### src/rtl/psum_gather_if.sv
`default_nettype none
// ============================================================================
//  Module      : psum_gather_if
//  Description : Handshake bundle between the serial partial-sum stream,
//                psum_gather, and the downstream reduction stage.
//                  in_valid / in_ready / in_data / in_last : element stream
//                  out_valid / out_ready / out_data / out_count : lane vector
//                slave  modport : the gather block (sinks the stream,
//                                 sources the vector)
//                master modport : the environment around it
//  Revision    : 1.0  initial release
// ============================================================================
interface psum_gather_if #(
    parameter int BETA          = 4,
    parameter int ADD_DATAWIDTH = 32
);
    localparam int c_cnt_w = ($clog2(BETA + 1) < 1) ? 1 : $clog2(BETA + 1);

    logic                               in_valid;
    logic                               in_ready;
    logic [ADD_DATAWIDTH-1:0]           in_data;
    logic                               in_last;
    logic                               out_valid;
    logic                               out_ready;
    logic [BETA-1:0][ADD_DATAWIDTH-1:0] out_data;
    logic [c_cnt_w-1:0]                 out_count;

    modport slave (
        input  in_valid, in_data, in_last, out_ready,
        output in_ready, out_valid, out_data, out_count
    );

    modport master (
        output in_valid, in_data, in_last, out_ready,
        input  in_ready, out_valid, out_data, out_count
    );
endinterface
`default_nettype wire

### src/rtl/psum_gather.sv
`default_nettype none
// ============================================================================
//  Module      : psum_gather
//  Description : Packs a serial stream of fp32 partial sums into a BETA-lane
//                vector for the final-sum adder tree. A group closes when
//                lane BETA-1 is filled or an element carries in_last; unused
//                lanes are zero. One fill buffer plus one output register
//                sustain one element per cycle while the consumer accepts.
//  Ports       : clk   - clock, rising edge
//                rst_n - asynchronous active-low reset
//                bus   - psum_gather_if.slave (input stream / output vector)
//  Revision    : 1.0  initial release
// ============================================================================
module psum_gather #(
    parameter int BETA          = 4,
    parameter int ADD_DATAWIDTH = 32
) (
    input  wire logic     clk,
    input  wire logic     rst_n,
    psum_gather_if.slave  bus
);
    localparam int                 c_cnt_w     = ($clog2(BETA + 1) < 1) ? 1 : $clog2(BETA + 1);
    localparam logic [c_cnt_w-1:0] c_last_lane = c_cnt_w'(BETA - 1);

    typedef enum logic [0:0] {
        ST_FILL = 1'b0,
        ST_HOLD = 1'b1
    } state_t;

    state_t                              r_state;
    state_t                              w_state_nxt;

    logic [BETA-1:0][ADD_DATAWIDTH-1:0]  r_fill_buf;
    logic [c_cnt_w-1:0]                  r_fill_cnt;
    logic                                r_out_valid;
    logic [BETA-1:0][ADD_DATAWIDTH-1:0]  r_out_data;
    logic [c_cnt_w-1:0]                  r_out_count;

    logic                                w_in_ready;
    logic                                w_in_fire;
    logic                                w_done;
    logic                                w_slot_free;
    logic                                w_load;
    logic [c_cnt_w-1:0]                  w_cnt;
    logic [BETA-1:0][ADD_DATAWIDTH-1:0]  w_vec;
    logic [BETA-1:0][ADD_DATAWIDTH-1:0]  w_vec_masked;

    // in_ready is a pure function of state so it never depends on in_valid.
    assign w_in_ready  = (r_state == ST_FILL);
    assign w_in_fire   = bus.in_valid && w_in_ready;
    assign w_done      = w_in_fire && (bus.in_last || (r_fill_cnt == c_last_lane));
    assign w_slot_free = !r_out_valid || bus.out_ready;

    // Populated-lane count including the element accepted this cycle. In
    // HOLD nothing is accepted, so this is simply the retained count.
    assign w_cnt = r_fill_cnt + c_cnt_w'(w_in_fire);

    // Assembled vector: the buffer with this cycle's element merged into its
    // lane, then every lane at or above the count forced to zero.
    for (genvar l = 0; l < BETA; l++) begin : g_lane
        localparam logic [c_cnt_w-1:0] c_lane = c_cnt_w'(l);
        assign w_vec[l]        = (w_in_fire && (r_fill_cnt == c_lane)) ? bus.in_data : r_fill_buf[l];
        assign w_vec_masked[l] = (c_lane < w_cnt) ? w_vec[l] : '0;
    end

    // ------------------------------------------------------------------
    // FSM
    // ------------------------------------------------------------------
    always_ff @(posedge clk or negedge rst_n) begin
        if (!rst_n) begin
            r_state <= ST_FILL;
        end else begin
            r_state <= w_state_nxt;
        end
    end

    always_comb begin
        w_state_nxt = r_state;
        w_load      = 1'b0;
        case (r_state)
            ST_FILL: begin
                if (w_done) begin
                    if (w_slot_free) begin
                        w_load = 1'b1;
                    end else begin
                        w_state_nxt = ST_HOLD;
                    end
                end
            end
            ST_HOLD: begin
                if (w_slot_free) begin
                    w_load      = 1'b1;
                    w_state_nxt = ST_FILL;
                end
            end
            default: begin
                w_state_nxt = ST_FILL;
            end
        endcase
    end

    // ------------------------------------------------------------------
    // Datapath
    // ------------------------------------------------------------------
    always_ff @(posedge clk or negedge rst_n) begin
        if (!rst_n) begin
            r_fill_buf  <= '0;
            r_fill_cnt  <= '0;
            r_out_valid <= 1'b0;
            r_out_data  <= '0;
            r_out_count <= '0;
        end else begin
            // Output slot: a load replaces the current group even when it is
            // being accepted this same edge, so out_valid stays high.
            if (w_load) begin
                r_out_data  <= w_vec_masked;
                r_out_count <= w_cnt;
                r_out_valid <= 1'b1;
            end else if (r_out_valid && bus.out_ready) begin
                r_out_valid <= 1'b0;
            end

            // Fill buffer: cleared when its group moves out; otherwise it
            // absorbs the accepted element (also when entering HOLD, where
            // the count may legitimately reach BETA).
            if (w_load) begin
                r_fill_buf <= '0;
                r_fill_cnt <= '0;
            end else if (w_in_fire) begin
                r_fill_buf <= w_vec;
                r_fill_cnt <= w_cnt;
            end
        end
    end

    assign bus.in_ready  = w_in_ready;
    assign bus.out_valid = r_out_valid;
    assign bus.out_data  = r_out_data;
    assign bus.out_count = r_out_count;

endmodule
`default_nettype wire

### src/flat_wrapper.sv
// flat-port wrapper written by rule: the top's interface ports become plain ports
module psum_gather_flat 
#(
    parameter int BETA          = 4,
    parameter int ADD_DATAWIDTH = 32
)
  (clk, rst_n, bus_in_valid, bus_in_data, bus_in_last, bus_out_ready, bus_in_ready, bus_out_valid, bus_out_data, bus_out_count);
  psum_gather_if #(.BETA(BETA), .ADD_DATAWIDTH(ADD_DATAWIDTH)) bus_i ();
  input  wire logic clk;
  input  wire logic rst_n;
  input wire logic [$bits(bus_i.in_valid)-1:0] bus_in_valid;
  input wire logic [$bits(bus_i.in_data)-1:0] bus_in_data;
  input wire logic [$bits(bus_i.in_last)-1:0] bus_in_last;
  input wire logic [$bits(bus_i.out_ready)-1:0] bus_out_ready;
  output wire logic [$bits(bus_i.in_ready)-1:0] bus_in_ready;
  output wire logic [$bits(bus_i.out_valid)-1:0] bus_out_valid;
  output wire logic [$bits(bus_i.out_data)-1:0] bus_out_data;
  output wire logic [$bits(bus_i.out_count)-1:0] bus_out_count;
  assign bus_i.in_valid = bus_in_valid;
  assign bus_i.in_data = bus_in_data;
  assign bus_i.in_last = bus_in_last;
  assign bus_i.out_ready = bus_out_ready;
  assign bus_in_ready = bus_i.in_ready;
  assign bus_out_valid = bus_i.out_valid;
  assign bus_out_data = bus_i.out_data;
  assign bus_out_count = bus_i.out_count;
  psum_gather #(.BETA(BETA), .ADD_DATAWIDTH(ADD_DATAWIDTH)) u_core (.clk(clk), .rst_n(rst_n), .bus(bus_i));
endmodule
### config.mk
export PLATFORM = sky130hd
export DESIGN_NAME = psum_gather_flat
export DESIGN_NICKNAME = d
export VERILOG_FILES = /design/src/rtl/psum_gather_if.sv /design/src/rtl/psum_gather.sv /design/src/flat_wrapper.sv
export SDC_FILE = /design/constraint.sdc
export NUM_CORES = 1
export LEC_CHECK = 0
export CAP_MARGIN = 20
export CORE_AREA = 4 4 149 151
export DETAILED_ROUTE_END_ITERATION = 12
export DIE_AREA = 0 0 153 155
export DONT_BUFFER_PORTS = 1
export SYNTH_ARGS = -nofsm -noshare
export SYNTH_HDL_FRONTEND = slang
export SYNTH_SLANG_ARGS = --single-unit
### constraint.sdc
create_clock -name clk -period 2.7 [get_ports clk]
set_input_delay 0.27 -clock clk [delete_from_list [all_inputs] [get_ports clk]]
set_output_delay 0.27 -clock clk [all_outputs]
set_load 0.1 [all_outputs]
==> results of run 1 <==
==> area by class of cell <==
| cell class | count | share of cell area [%] |
|---|---|---|
| Sequential cell | 264 | 57.1 |
| Multi-Input combinational cell | 554 | 28.5 |
| Clock buffer | 36 | 6.56 |
| Timing Repair Buffer | 49 | 4.00 |
| Tap cell | 275 | 2.97 |
| Clock inverter | 12 | 0.768 |
| Inverter | 2 | 0.0649 |
==> power by group through the flow <==
stage | Clock [mW] | Sequential (mW) | Combinational (mW)
global placement | 0 | 7.74 | 1.64
floorplan | 0 | 7.57 | 1.48
global route | 3.83 | 7.75 | 2.01
finish | 3.57 | 7.67 | 1.77
CTS | 3.65 | 7.69 | 1.80
detailed placement | 0 | 7.76 | 1.72
==> worst max path at each step <==
stage	slack, ns	end	start
2_1_floorplan	0.77	u_core.bus.out_data[10]	u_core.bus.out_valid
3_3_place_gp	0.61	u_core.bus.out_data[101]	u_core.r_state
3_5_place_dp	0.50	u_core.bus.out_data[0]	u_core.r_state
4_1_cts	0.48	u_core.bus.out_data[0]	u_core.r_state
5_1_grt	0.34	u_core.bus.out_data[0]	u_core.r_state
6_report	0.51	u_core.bus.out_data[0]	u_core.r_state
==> cell usage after synthesis <==
cell	number	area share (%)
dfrtp_1	264	64
nand2_1	144	5.2
nor2_1	132	4.8
mux2i_1	128	12
o21ai_0	55	2.7
o21ai_1	43	2.1
o21ai_2	31	2.6
buf_6	24	2.6
buf_2	20	0.97
clkbuf_1	6	0.22
buf_4	3	0.22
nand2b_1	3	0.18
a21oi_1	2	0.097
buf_8	2	0.29
ha_1	2	0.24
nand2_4	2	0.22
a21o_1	1	0.073
and3_1	1	0.060
and4b_4	1	0.13
clkbuf_2	1	0.048
inv_1	1	0.036
inv_2	1	0.036
nand2b_4	1	0.13
nand3_2	1	0.097
nand3b_1	1	0.073
nor2b_1	1	0.060
nor4_4	1	0.21
o21a_4	1	0.14
o21ai_4	1	0.16
xnor2_1	1	0.085
xor2_1	1	0.085
==> registers in the layout, indices dropped and copies added, names as in the netlist <==
signal and cells:
u_core.r_fill_cnt 3, u_core.bus.out_data 128, u_core.r_fill_buf 128, u_core.bus.out_valid 1, u_core.r_state 1, u_core.bus.out_count 3
==> cell families after synthesis <==
logic type,after synthesis
AOI/OAI and AO/OA,134
xor gates and xnor gates,2
muxes,128
DFF,264
buffers and inverters,58
and+or+nand+nor,288
adders and majority gates,2
==> stage by stage <==
| step | worst slack (ns) | util [%] |
|---|---|---|
| floorplan | 0.774 | - |
| global placement | 0.608 | 49.9 |
| detailed placement | 0.498 | 49.9 |
| CTS | 0.484 | 55.6 |
| global route | 0.338 | 55.6 |
| finish | 0.515 | 55.6 |
==> per-layer routing <==
layer / up-vias / track usage (%) / part of all wire [%] / routed length (um)
li1: 2948 / - / - / -
met1: 3254 / 25.8 / 41 / 9670
met2: 174 / 34.1 / 49 / 11500
met3: 38 / 5.65 / 7.7 / 1820
met4: 0 / 5.81 / 2.4 / 557
met5: - / 0 / 0 / 0
==> critical path: stages, from the launching register on <==
cell and delay, ns:
dfrtp_1 0.37, nand2b_4 0.17, inv_2 0.08, ha_1 0.19
ha_1 0.21, xnor2_1 0.22, nand2b_1 0.19, o21ai_4 0.17
buf_4 0.31, o21ai_0 0.14
==> what timing repair did <==
| action | in CTS | in global routing |
|---|---|---|
| hold endpoints to repair | 510 | 264 |
| resized for setup | 0 | 0 |
| buffers inserted | 0 | 0 |
==> results.txt, run 1 <==
Overall power - 13.0 mW
Commonest non-fill, non-tap cell in the layout - dfrtp_1
Maximum buffer depth of the clock tree - 3
Syn nets - 915
Seq pwr share - 59.0%
Mapped Avg Cell Area - 11.8 um2
Rel. slew slack - 35.5%
Finish-stage setup viols - 0
Synth warn - 0
Vias/cell - 5.38
Pin count of the biggest net entering global routing - 265
Result of the run - complete, but fails checks
Peak supply drop - 0.000611 V
Final std cells w/o fill - 1192
Final instance area - 11600 um2
Drc violations - 0
RePlAce Congestion - 0.784
Largest family of logic cells by synthesized area - multiplexers
Fraction of layout cells with a size suffix above 1 - 11.1%
Final min period - 2.19 ns
Crit path kind - reg2reg
Max Slew Vio Count - 0
Hold Path Class - in2async
Static Leak - 5.83 nW
Core Area - 20800 um2
Mapped cell area - 10400 um2
Cell Area, Placed - 10400 um2
Worst reg2reg endpoint - u_core.bus.out_data[0]
Register area - 6610 um2
Die W - 153 um
Pwr dens - 1120 nW/um2
Port bufs - 0
Top Ports - 170
Synth Area in Compound Gates - 7.83%
Fin Hold WS - -0.561 ns
FF-to-FF setup slack - 0.51 ns
ANT nets after route - 0
Layout Nets - 937
Synth Register Bits - 264
Gr usage total - 20.2%
Failing checks - hold timing
Worst slew pin tran - 0.968 ns
Cts hold-fix bufs - 33
WP data arrival - 2.58 ns
DRT iter0 DRCs - 368
Skew final - 0.0110 ns
Final WL - 23600 um
DP HPWL - 14700 um
Cts bufs inserted - 27
Switching Power - 5.63 mW
Initial cell density of the core - 49.7%
Setup crit end kind - flop
Die area - 23700 um2
R2R depth - 9
Syn Inst Count - 876
Rows - 53
Die height - 155 um
CTS Root Cell - clkbuf_16
Multi-input combinational cell area - 3300 um2
Worst skew pair latency - 0.53 ns
Crit share post-route - 80.9%
CTS sink count - 264
Post-Synth Adder-Cell Area - 0.242%
Fillcell total - 1767
Cells after DPL - 1111
Count of cell types in the netlist - 31
Mux cell area share after synthesis - 12.4%
Max-Cap Viols - 0
Syn-to-layout area delta - 11.7%
Vias in the first global route - 6877
Ant diodes - 0
Post-synthesis simple-gate area fraction - 11.2%
Crit start category - flop
First-pass GRT wire length - 38900 um
Unrepaired setup endpoints after global routing - false
XOR/XNOR share of the synthesized area - 0.169%
TNS Setup - 0 ns
Max Clk Rate - 458 MHz
Worst EP required - 3.09 ns
Router iterations before antenna repair - 4
Register area share after synthesis - 63.8%
Clock power share - 27.4%
Sw Ratio - 43.3%
CTS tree - done
P_int - 7.37 mW
Highest-count cells in the layout ignoring fill and taps - dfrtp_1, nand2_1, nor2_1
Initial antenna violation count - 0
Final Hold Viols - 264
Power share of the combinational group - 13.6%
Vias - 6414
Critical Path Fanout Max - 16
Remaining Overflow, GRT - 0
Reg clk slew, reported paths - 0.06 ns
Per-cell routed wire length - 19.8 um
Number of H-tree levels - 1
R2r startpoint - u_core.r_state
Note: power is estimated with default switching activity, not from simulation.
==> run 2: changes to the inputs <==
- clock period: 2.7 -> 2.05 ns (I/O delays scaled with it)
==> run 2 against run 1 <==
  * The flow still finishes with violations (hold timing)
  * Largest power group is now combinational logic
  * Sequential power decreased by 15%
  * Worst setup slack got worse by 0.48 ns
  * Clock skew about the same
  * Global-route usage increased by 0.35 points
  * First-iteration DRC count increased by 19%
  * Core utilization increased by 5.8 points
  * Flip-flop and latch count unchanged
  * Total power increased by 38%
==> results.txt, run 2 (same netlist as run 1, synthesis figures left out) <==
Vias - 6809 (+6.2%)
Vias in the first global route - 7210 (+4.8%)
Result of the run - complete, but fails checks
Number of H-tree levels - 1 (unchanged)
Pwr dens - 1400 nW/um2 (+25%)
Port bufs - 0 (unchanged)
ANT nets after route - 0 (unchanged)
Failing checks - hold timing
Pin count of the biggest net entering global routing - 265 (unchanged)
Multi-input combinational cell area - 3360 um2 (+1.7%)
Rows - 53 (unchanged)
Largest stage delay, worst path - 0.37 ns (about the same)
Cts bufs inserted - 27 (unchanged)
Static Leak - 6.59 nW (+13%)
Peak supply drop - 0.000790 V (+29%)
Fraction of layout cells with a size suffix above 1 - 22.8% (+12 points)
Max-Cap Viols - 0 (unchanged)
Worst EP required - 2.46 ns (-0.63 ns)
Final min period - 2.01 ns (-0.174 ns)
Final WL - 24700 um (+4.8%)
Worst skew pair latency - 0.52 ns (about the same)
Die height - 155 um (unchanged)
Hold Path Class - in2async
Worst reg2reg endpoint - u_core.bus.out_data[31]
Slowest cell on the critical path - dfrtp_1
Max Slew Vio Count - 0 (unchanged)
Per-cell routed wire length - 18.6 um (-6.0%)
WP data arrival - 2.42 ns (-0.16 ns)
Gr usage total - 20.5% (+0.35 points)
Crit path kind - reg2reg
Setup crit end kind - flop
Core Area - 20800 um2 (unchanged)
Rel. slew slack - 51.8% (+16 points)
Critical Path Fanout Max - 6 (-10)
Initial cell density of the core - 49.7% (unchanged)
Vias/cell - 5.12 (-4.8%)
Fin Hold WS - -0.619 ns (-0.0573 ns)
First-pass GRT wire length - 39500 um (+1.5%)
Skew final - 0.0106 ns (-0.000401 ns)
Remaining Overflow, GRT - 0 (unchanged)
Highest-count cells in the layout ignoring fill and taps - dfrtp_1, nand2_1, buf_4
FF-to-FF setup slack - 0.04 ns (-0.48 ns)
RePlAce Congestion - 0.756 (-3.5%)
CTS Root Cell - clkbuf_16
Top Ports - 170 (unchanged)
Syn-to-layout area delta - 23.4%
Drc violations - 0 (unchanged)
Register area - 6610 um2 (unchanged)
CTS sink count - 264 (unchanged)
DRT iter0 DRCs - 437 (+19%)
Final Hold Viols - 264 (unchanged)
Cts hold-fix bufs - 33 (unchanged)
Crit path cell chain - nand2b_4 > inv_2 > ha_1 > ha_2 > xnor2_4 > nand2b_4 > o21ai_4 > buf_12 > buf_12 > o21ai_0
Crit share post-route - 98.1% (+17 points)
DP HPWL - 15300 um (+3.7%)
Fillcell total - 1685 (-4.6%)
Layout Nets - 1076 (+15%)
Router iterations before antenna repair - 4 (unchanged)
Finish-stage setup viols - 0 (unchanged)
Maximum buffer depth of the clock tree - 3 (unchanged)
Overall power - 17.9 mW (+38%)
Max Clk Rate - 497 MHz (+8.7%)
Worst slew pin tran - 0.723 ns (-0.245 ns)
R2r startpoint - u_core.r_state
Crit start category - flop
Reg clk slew, reported paths - 0.06 ns (about the same)
Die area - 23700 um2 (unchanged)
Initial antenna violation count - 0 (unchanged)
Die W - 153 um (unchanged)
Ant diodes - 0 (unchanged)
R2R depth - 10 (+1)
Commonest non-fill, non-tap cell in the layout - dfrtp_1
CTS tree - done
==> run 2: repair_timing <==
| item | 4_1_cts | 5_1_grt |
|---|---|---|
| pin swaps | 0 | 2 |
| endpoints found under the hold margin | 522 | 264 |
| buffers inserted | 0 | 3 |
| gates cloned | 0 | 2 |
| endpoints found under the setup margin | 17 | 96 |
| resized for setup | 2 | 11 |
==> run 2: final cells by class <==
| class | count | share of cell area, % |
|---|---|---|
| sequential | 264 | 51.7 |
| clock inverter | 6 | 0.284 |
| timing repair buffer | 187 | 12.8 |
| clock buffer | 40 | 6.22 |
| tap | 275 | 2.69 |
| multi-input combinational | 555 | 26.3 |
| inverter | 2 | 0.0587 |
==> run 2: how the worst max path moves through the flow <==
stage / start / end / depth (start not counted)
after floorplan: u_core.bus.out_valid / u_core.bus.out_data[10] / 6
final: u_core.r_state / u_core.bus.out_data[31] / 10
after global routing: u_core.r_state / u_core.bus.out_data[31] / 10
after detailed placement: u_core.r_state / u_core.bus.out_data[60] / 8
after global placement: u_core.r_state / u_core.bus.out_data[60] / 8
after CTS: u_core.r_state / u_core.bus.out_data[61] / 8
==> run 2: power breakdown <==
| group | internal [mW] | switching, mW |
|---|---|---|
| clock | 2.66 | 1.89 |
| sequential | 6.21 | 0.325 |
| combinational | 1.56 | 5.30 |
==> run 2: through the flow <==
step                worst slack (ns)  cell area [um2]  util, %  setup TNS [ns]  instances
floorplan                      0.124            10400        -               0        876
global placement              0.0958            11500     55.2               0       1245
detailed placement           -0.0194            11500     55.2         -0.0622       1245
CTS                          -0.0188            12700     60.8         -0.0193       1324
global route                 -0.0417            12800     61.4          -0.447       1329
finish                        0.0392            12800     61.4               0       1329
==> run 2: per-layer routing <==
metal  GRT usage (%)  up-vias  part of all wire [%]
li1                -     3218                     -
met1            26.0     3389                    40
met2            35.7      169                    50
met3            5.45       33                   7.4
met4            4.88        0                   2.2
met5               0        -                     0
==> run 2: worst max-delay path: cells and delay by family (launching register included) <==
family	cells	cell delay, ns
compound gates	2	0.31
simple gates	2	0.28
xor+xnor	1	0.23
fa+ha+maj	2	0.39
flops	1	0.37
buf+inv	3	0.30
==> run 3: changes to the inputs <==
- CTS_CLUSTER_SIZE: default -> 12
==> run 3 against run 2 <==
  * The run still ends with hold timing left
  * Via count hardly changed
  * Worst setup slack worse by 0.0030 ns
  * Non-clock buffer count is 4 higher
  * Clock power hardly changed
  * Largest cell class unchanged
==> results.txt, run 3 (same netlist as run 1, synthesis figures left out) <==
Max Slew Vio Count - 0 (unchanged)
DP HPWL - 15300 um (unchanged)
Final WL - 24700 um (-0.15%)
Die area - 23700 um2 (unchanged)
Highest-count cells in the layout ignoring fill and taps - dfrtp_1, nand2_1, buf_4
Cells after DPL - 1245 (unchanged)
Syn-to-layout area delta - 23.6%
Router iterations before antenna repair - 4 (unchanged)
Per-cell routed wire length - 18.6 um (-0.23%)
CTS tree - done
R2r startpoint - u_core.r_state
Pin count of the biggest net entering global routing - 265 (unchanged)
ANT nets after route - 0 (unchanged)
Final instance area - 12800 um2 (+0.16%)
WP data arrival - 2.42 ns (about the same)
Core Area - 20800 um2 (unchanged)
DRT iter0 DRCs - 407 (-6.9%)
Crit path kind - reg2reg
Static Leak - 6.60 nW (+0.14%)
CTS sink count - 264 (unchanged)
CTS Root Cell - clkbuf_16
Register area - 6610 um2 (unchanged)
Cts hold-fix bufs - 33 (unchanged)
Cts bufs inserted - 27 (unchanged)
Peak supply drop - 0.000797 V (+0.91%)
Gr usage total - 20.5% (about the same)
Port bufs - 0 (unchanged)
RePlAce Congestion - 0.756 (unchanged)
Initial antenna violation count - 0 (unchanged)
Rows - 53 (unchanged)
Final min period - 2.01 ns (+0.00305 ns)
Setup crit end kind - flop
Vias/cell - 5.12 (about the same)
Reg clk slew, reported paths - 0.06 ns (about the same)
Vias - 6808 (-0.015%)
Layout Nets - 1080 (+0.37%)
Multi-input combinational cell area - 3360 um2 (unchanged)
Ant diodes - 0 (unchanged)
Final Hold Viols - 264 (unchanged)
Fraction of layout cells with a size suffix above 1 - 22.6% (-0.21 points)
FF-to-FF setup slack - 0.04 ns (about the same)
Layout Utilization - 61.5% (+0.096 points)
Result of the run - complete, but fails checks
Die W - 153 um (unchanged)
Worst skew pair latency - 0.52 ns (about the same)
Max Clk Rate - 497 MHz (-0.15%)
Worst slew pin tran - 0.404 ns (-0.320 ns)
Crit share post-route - 98.2% (+0.15 points)
Number of H-tree levels - 1 (unchanged)
Commonest non-fill, non-tap cell in the layout - dfrtp_1
Critical Path Fanout Max - 6 (unchanged)
Rel. slew slack - 73.1% (+21 points)
Top Ports - 170 (unchanged)
Vias in the first global route - 7144 (-0.92%)
Worst EP required - 2.45 ns (about the same)
Die height - 155 um (unchanged)
Drc violations - 0 (unchanged)
Worst reg2reg endpoint - u_core.bus.out_data[31]
Finish-stage setup viols - 0 (unchanged)
Final std cells w/o fill - 1330 (+0.075%)
Initial cell density of the core - 49.7% (unchanged)
First-pass GRT wire length - 39500 um (about the same)
Hold Path Class - in2async
Fillcell total - 1685 (unchanged)
Crit start category - flop
R2R depth - 10 (unchanged)
Fin Hold WS - -0.619 ns (-0.000759 ns)
Skew final - 0.00615 ns (-0.00446 ns)
Failing checks - hold timing
Pwr dens - 1400 nW/um2 (-0.19%)
Maximum buffer depth of the clock tree - 3 (unchanged)
Max-Cap Viols - 0 (unchanged)
Remaining Overflow, GRT - 0 (unchanged)
Cell Area, Placed - 11500 um2 (unchanged)
-- run 3: cell count changes in the layout (fill, tap and decap cells not counted), sizes merged --
| cell | previous run | this run |
|---|---|---|
| buf | 153 | 157 |
| clkinv | 4 | 1 |
| bufinv | 0 | 1 |
| clkinvlp | 1 | 0 |
-- run 3: repair_timing --
| action | CTS | global route |
|---|---|---|
| setup endpoints to repair | 17 | 96 |
| gates resized for setup | 2 | 10 |
| hold endpoints to repair | 522 | 264 |
| setup buffers | 0 | 7 |
| pin swaps | 0 | 2 |
| cloned | 0 | 2 |
-- run 3: layout make-up --
| cell class | count | share of cell area [%] |
|---|---|---|
| Sequential cell | 264 | 51.6 |
| Multi-Input combinational cell | 555 | 26.2 |
| Timing Repair Buffer | 191 | 13.1 |
| Clock buffer | 40 | 5.97 |
| Tap cell | 275 | 2.69 |
| Clock inverter | 3 | 0.342 |
| Inverter | 2 | 0.0586 |
-- run 3: worst max-delay path by stage --
stage,startpoint,cells after the start,to
2_1_floorplan,u_core.bus.out_valid,6,u_core.bus.out_data[10]
3_3_place_gp,u_core.r_state,8,u_core.bus.out_data[60]
3_5_place_dp,u_core.r_state,8,u_core.bus.out_data[60]
4_1_cts,u_core.r_state,8,u_core.bus.out_data[61]
5_1_grt,u_core.r_state,10,u_core.bus.out_data[31]
6_report,u_core.r_state,10,u_core.bus.out_data[31]
-- run 3: worst max-delay path: stages (launching register included) --
cell	delay [ns]
dfrtp_1	0.37
nand2b_4	0.16
inv_2	0.04
ha_1	0.17
ha_2	0.22
xnor2_4	0.23
nand2b_4	0.12
o21ai_4	0.23
buf_12	0.15
buf_12	0.11
o21ai_0	0.08
-- run 3: layer usage --
layer | GRT usage (%) | part of all wire, % | vias to the layer above
met1 | 26.5 | 42 | 3404
met4 | 4.29 | 1.8 | 0
met5 | 0 | 0 | -
met3 | 5.62 | 6.4 | 24
li1 | - | - | 3227
met2 | 35.3 | 50 | 153
-- run 3: per-stage QoR --
step	TNS, ns	power (mW)	worst slack [ns]
floorplan	0	11.9	0.124
global placement	0	13.1	0.0958
detailed placement	-0.0622	13.3	-0.0194
CTS	-0.0274	18.0	-0.0219
global route	-0.690	18.7	-0.0495
finish	0	17.9	0.0361
-- run 3: where the power goes --
group | leakage [nW] | switching [mW] | internal, mW
clock network | 0.395 | 1.85 | 2.67
logic | 2.61 | 5.30 | 1.57
registers | 3.60 | 0.327 | 6.21
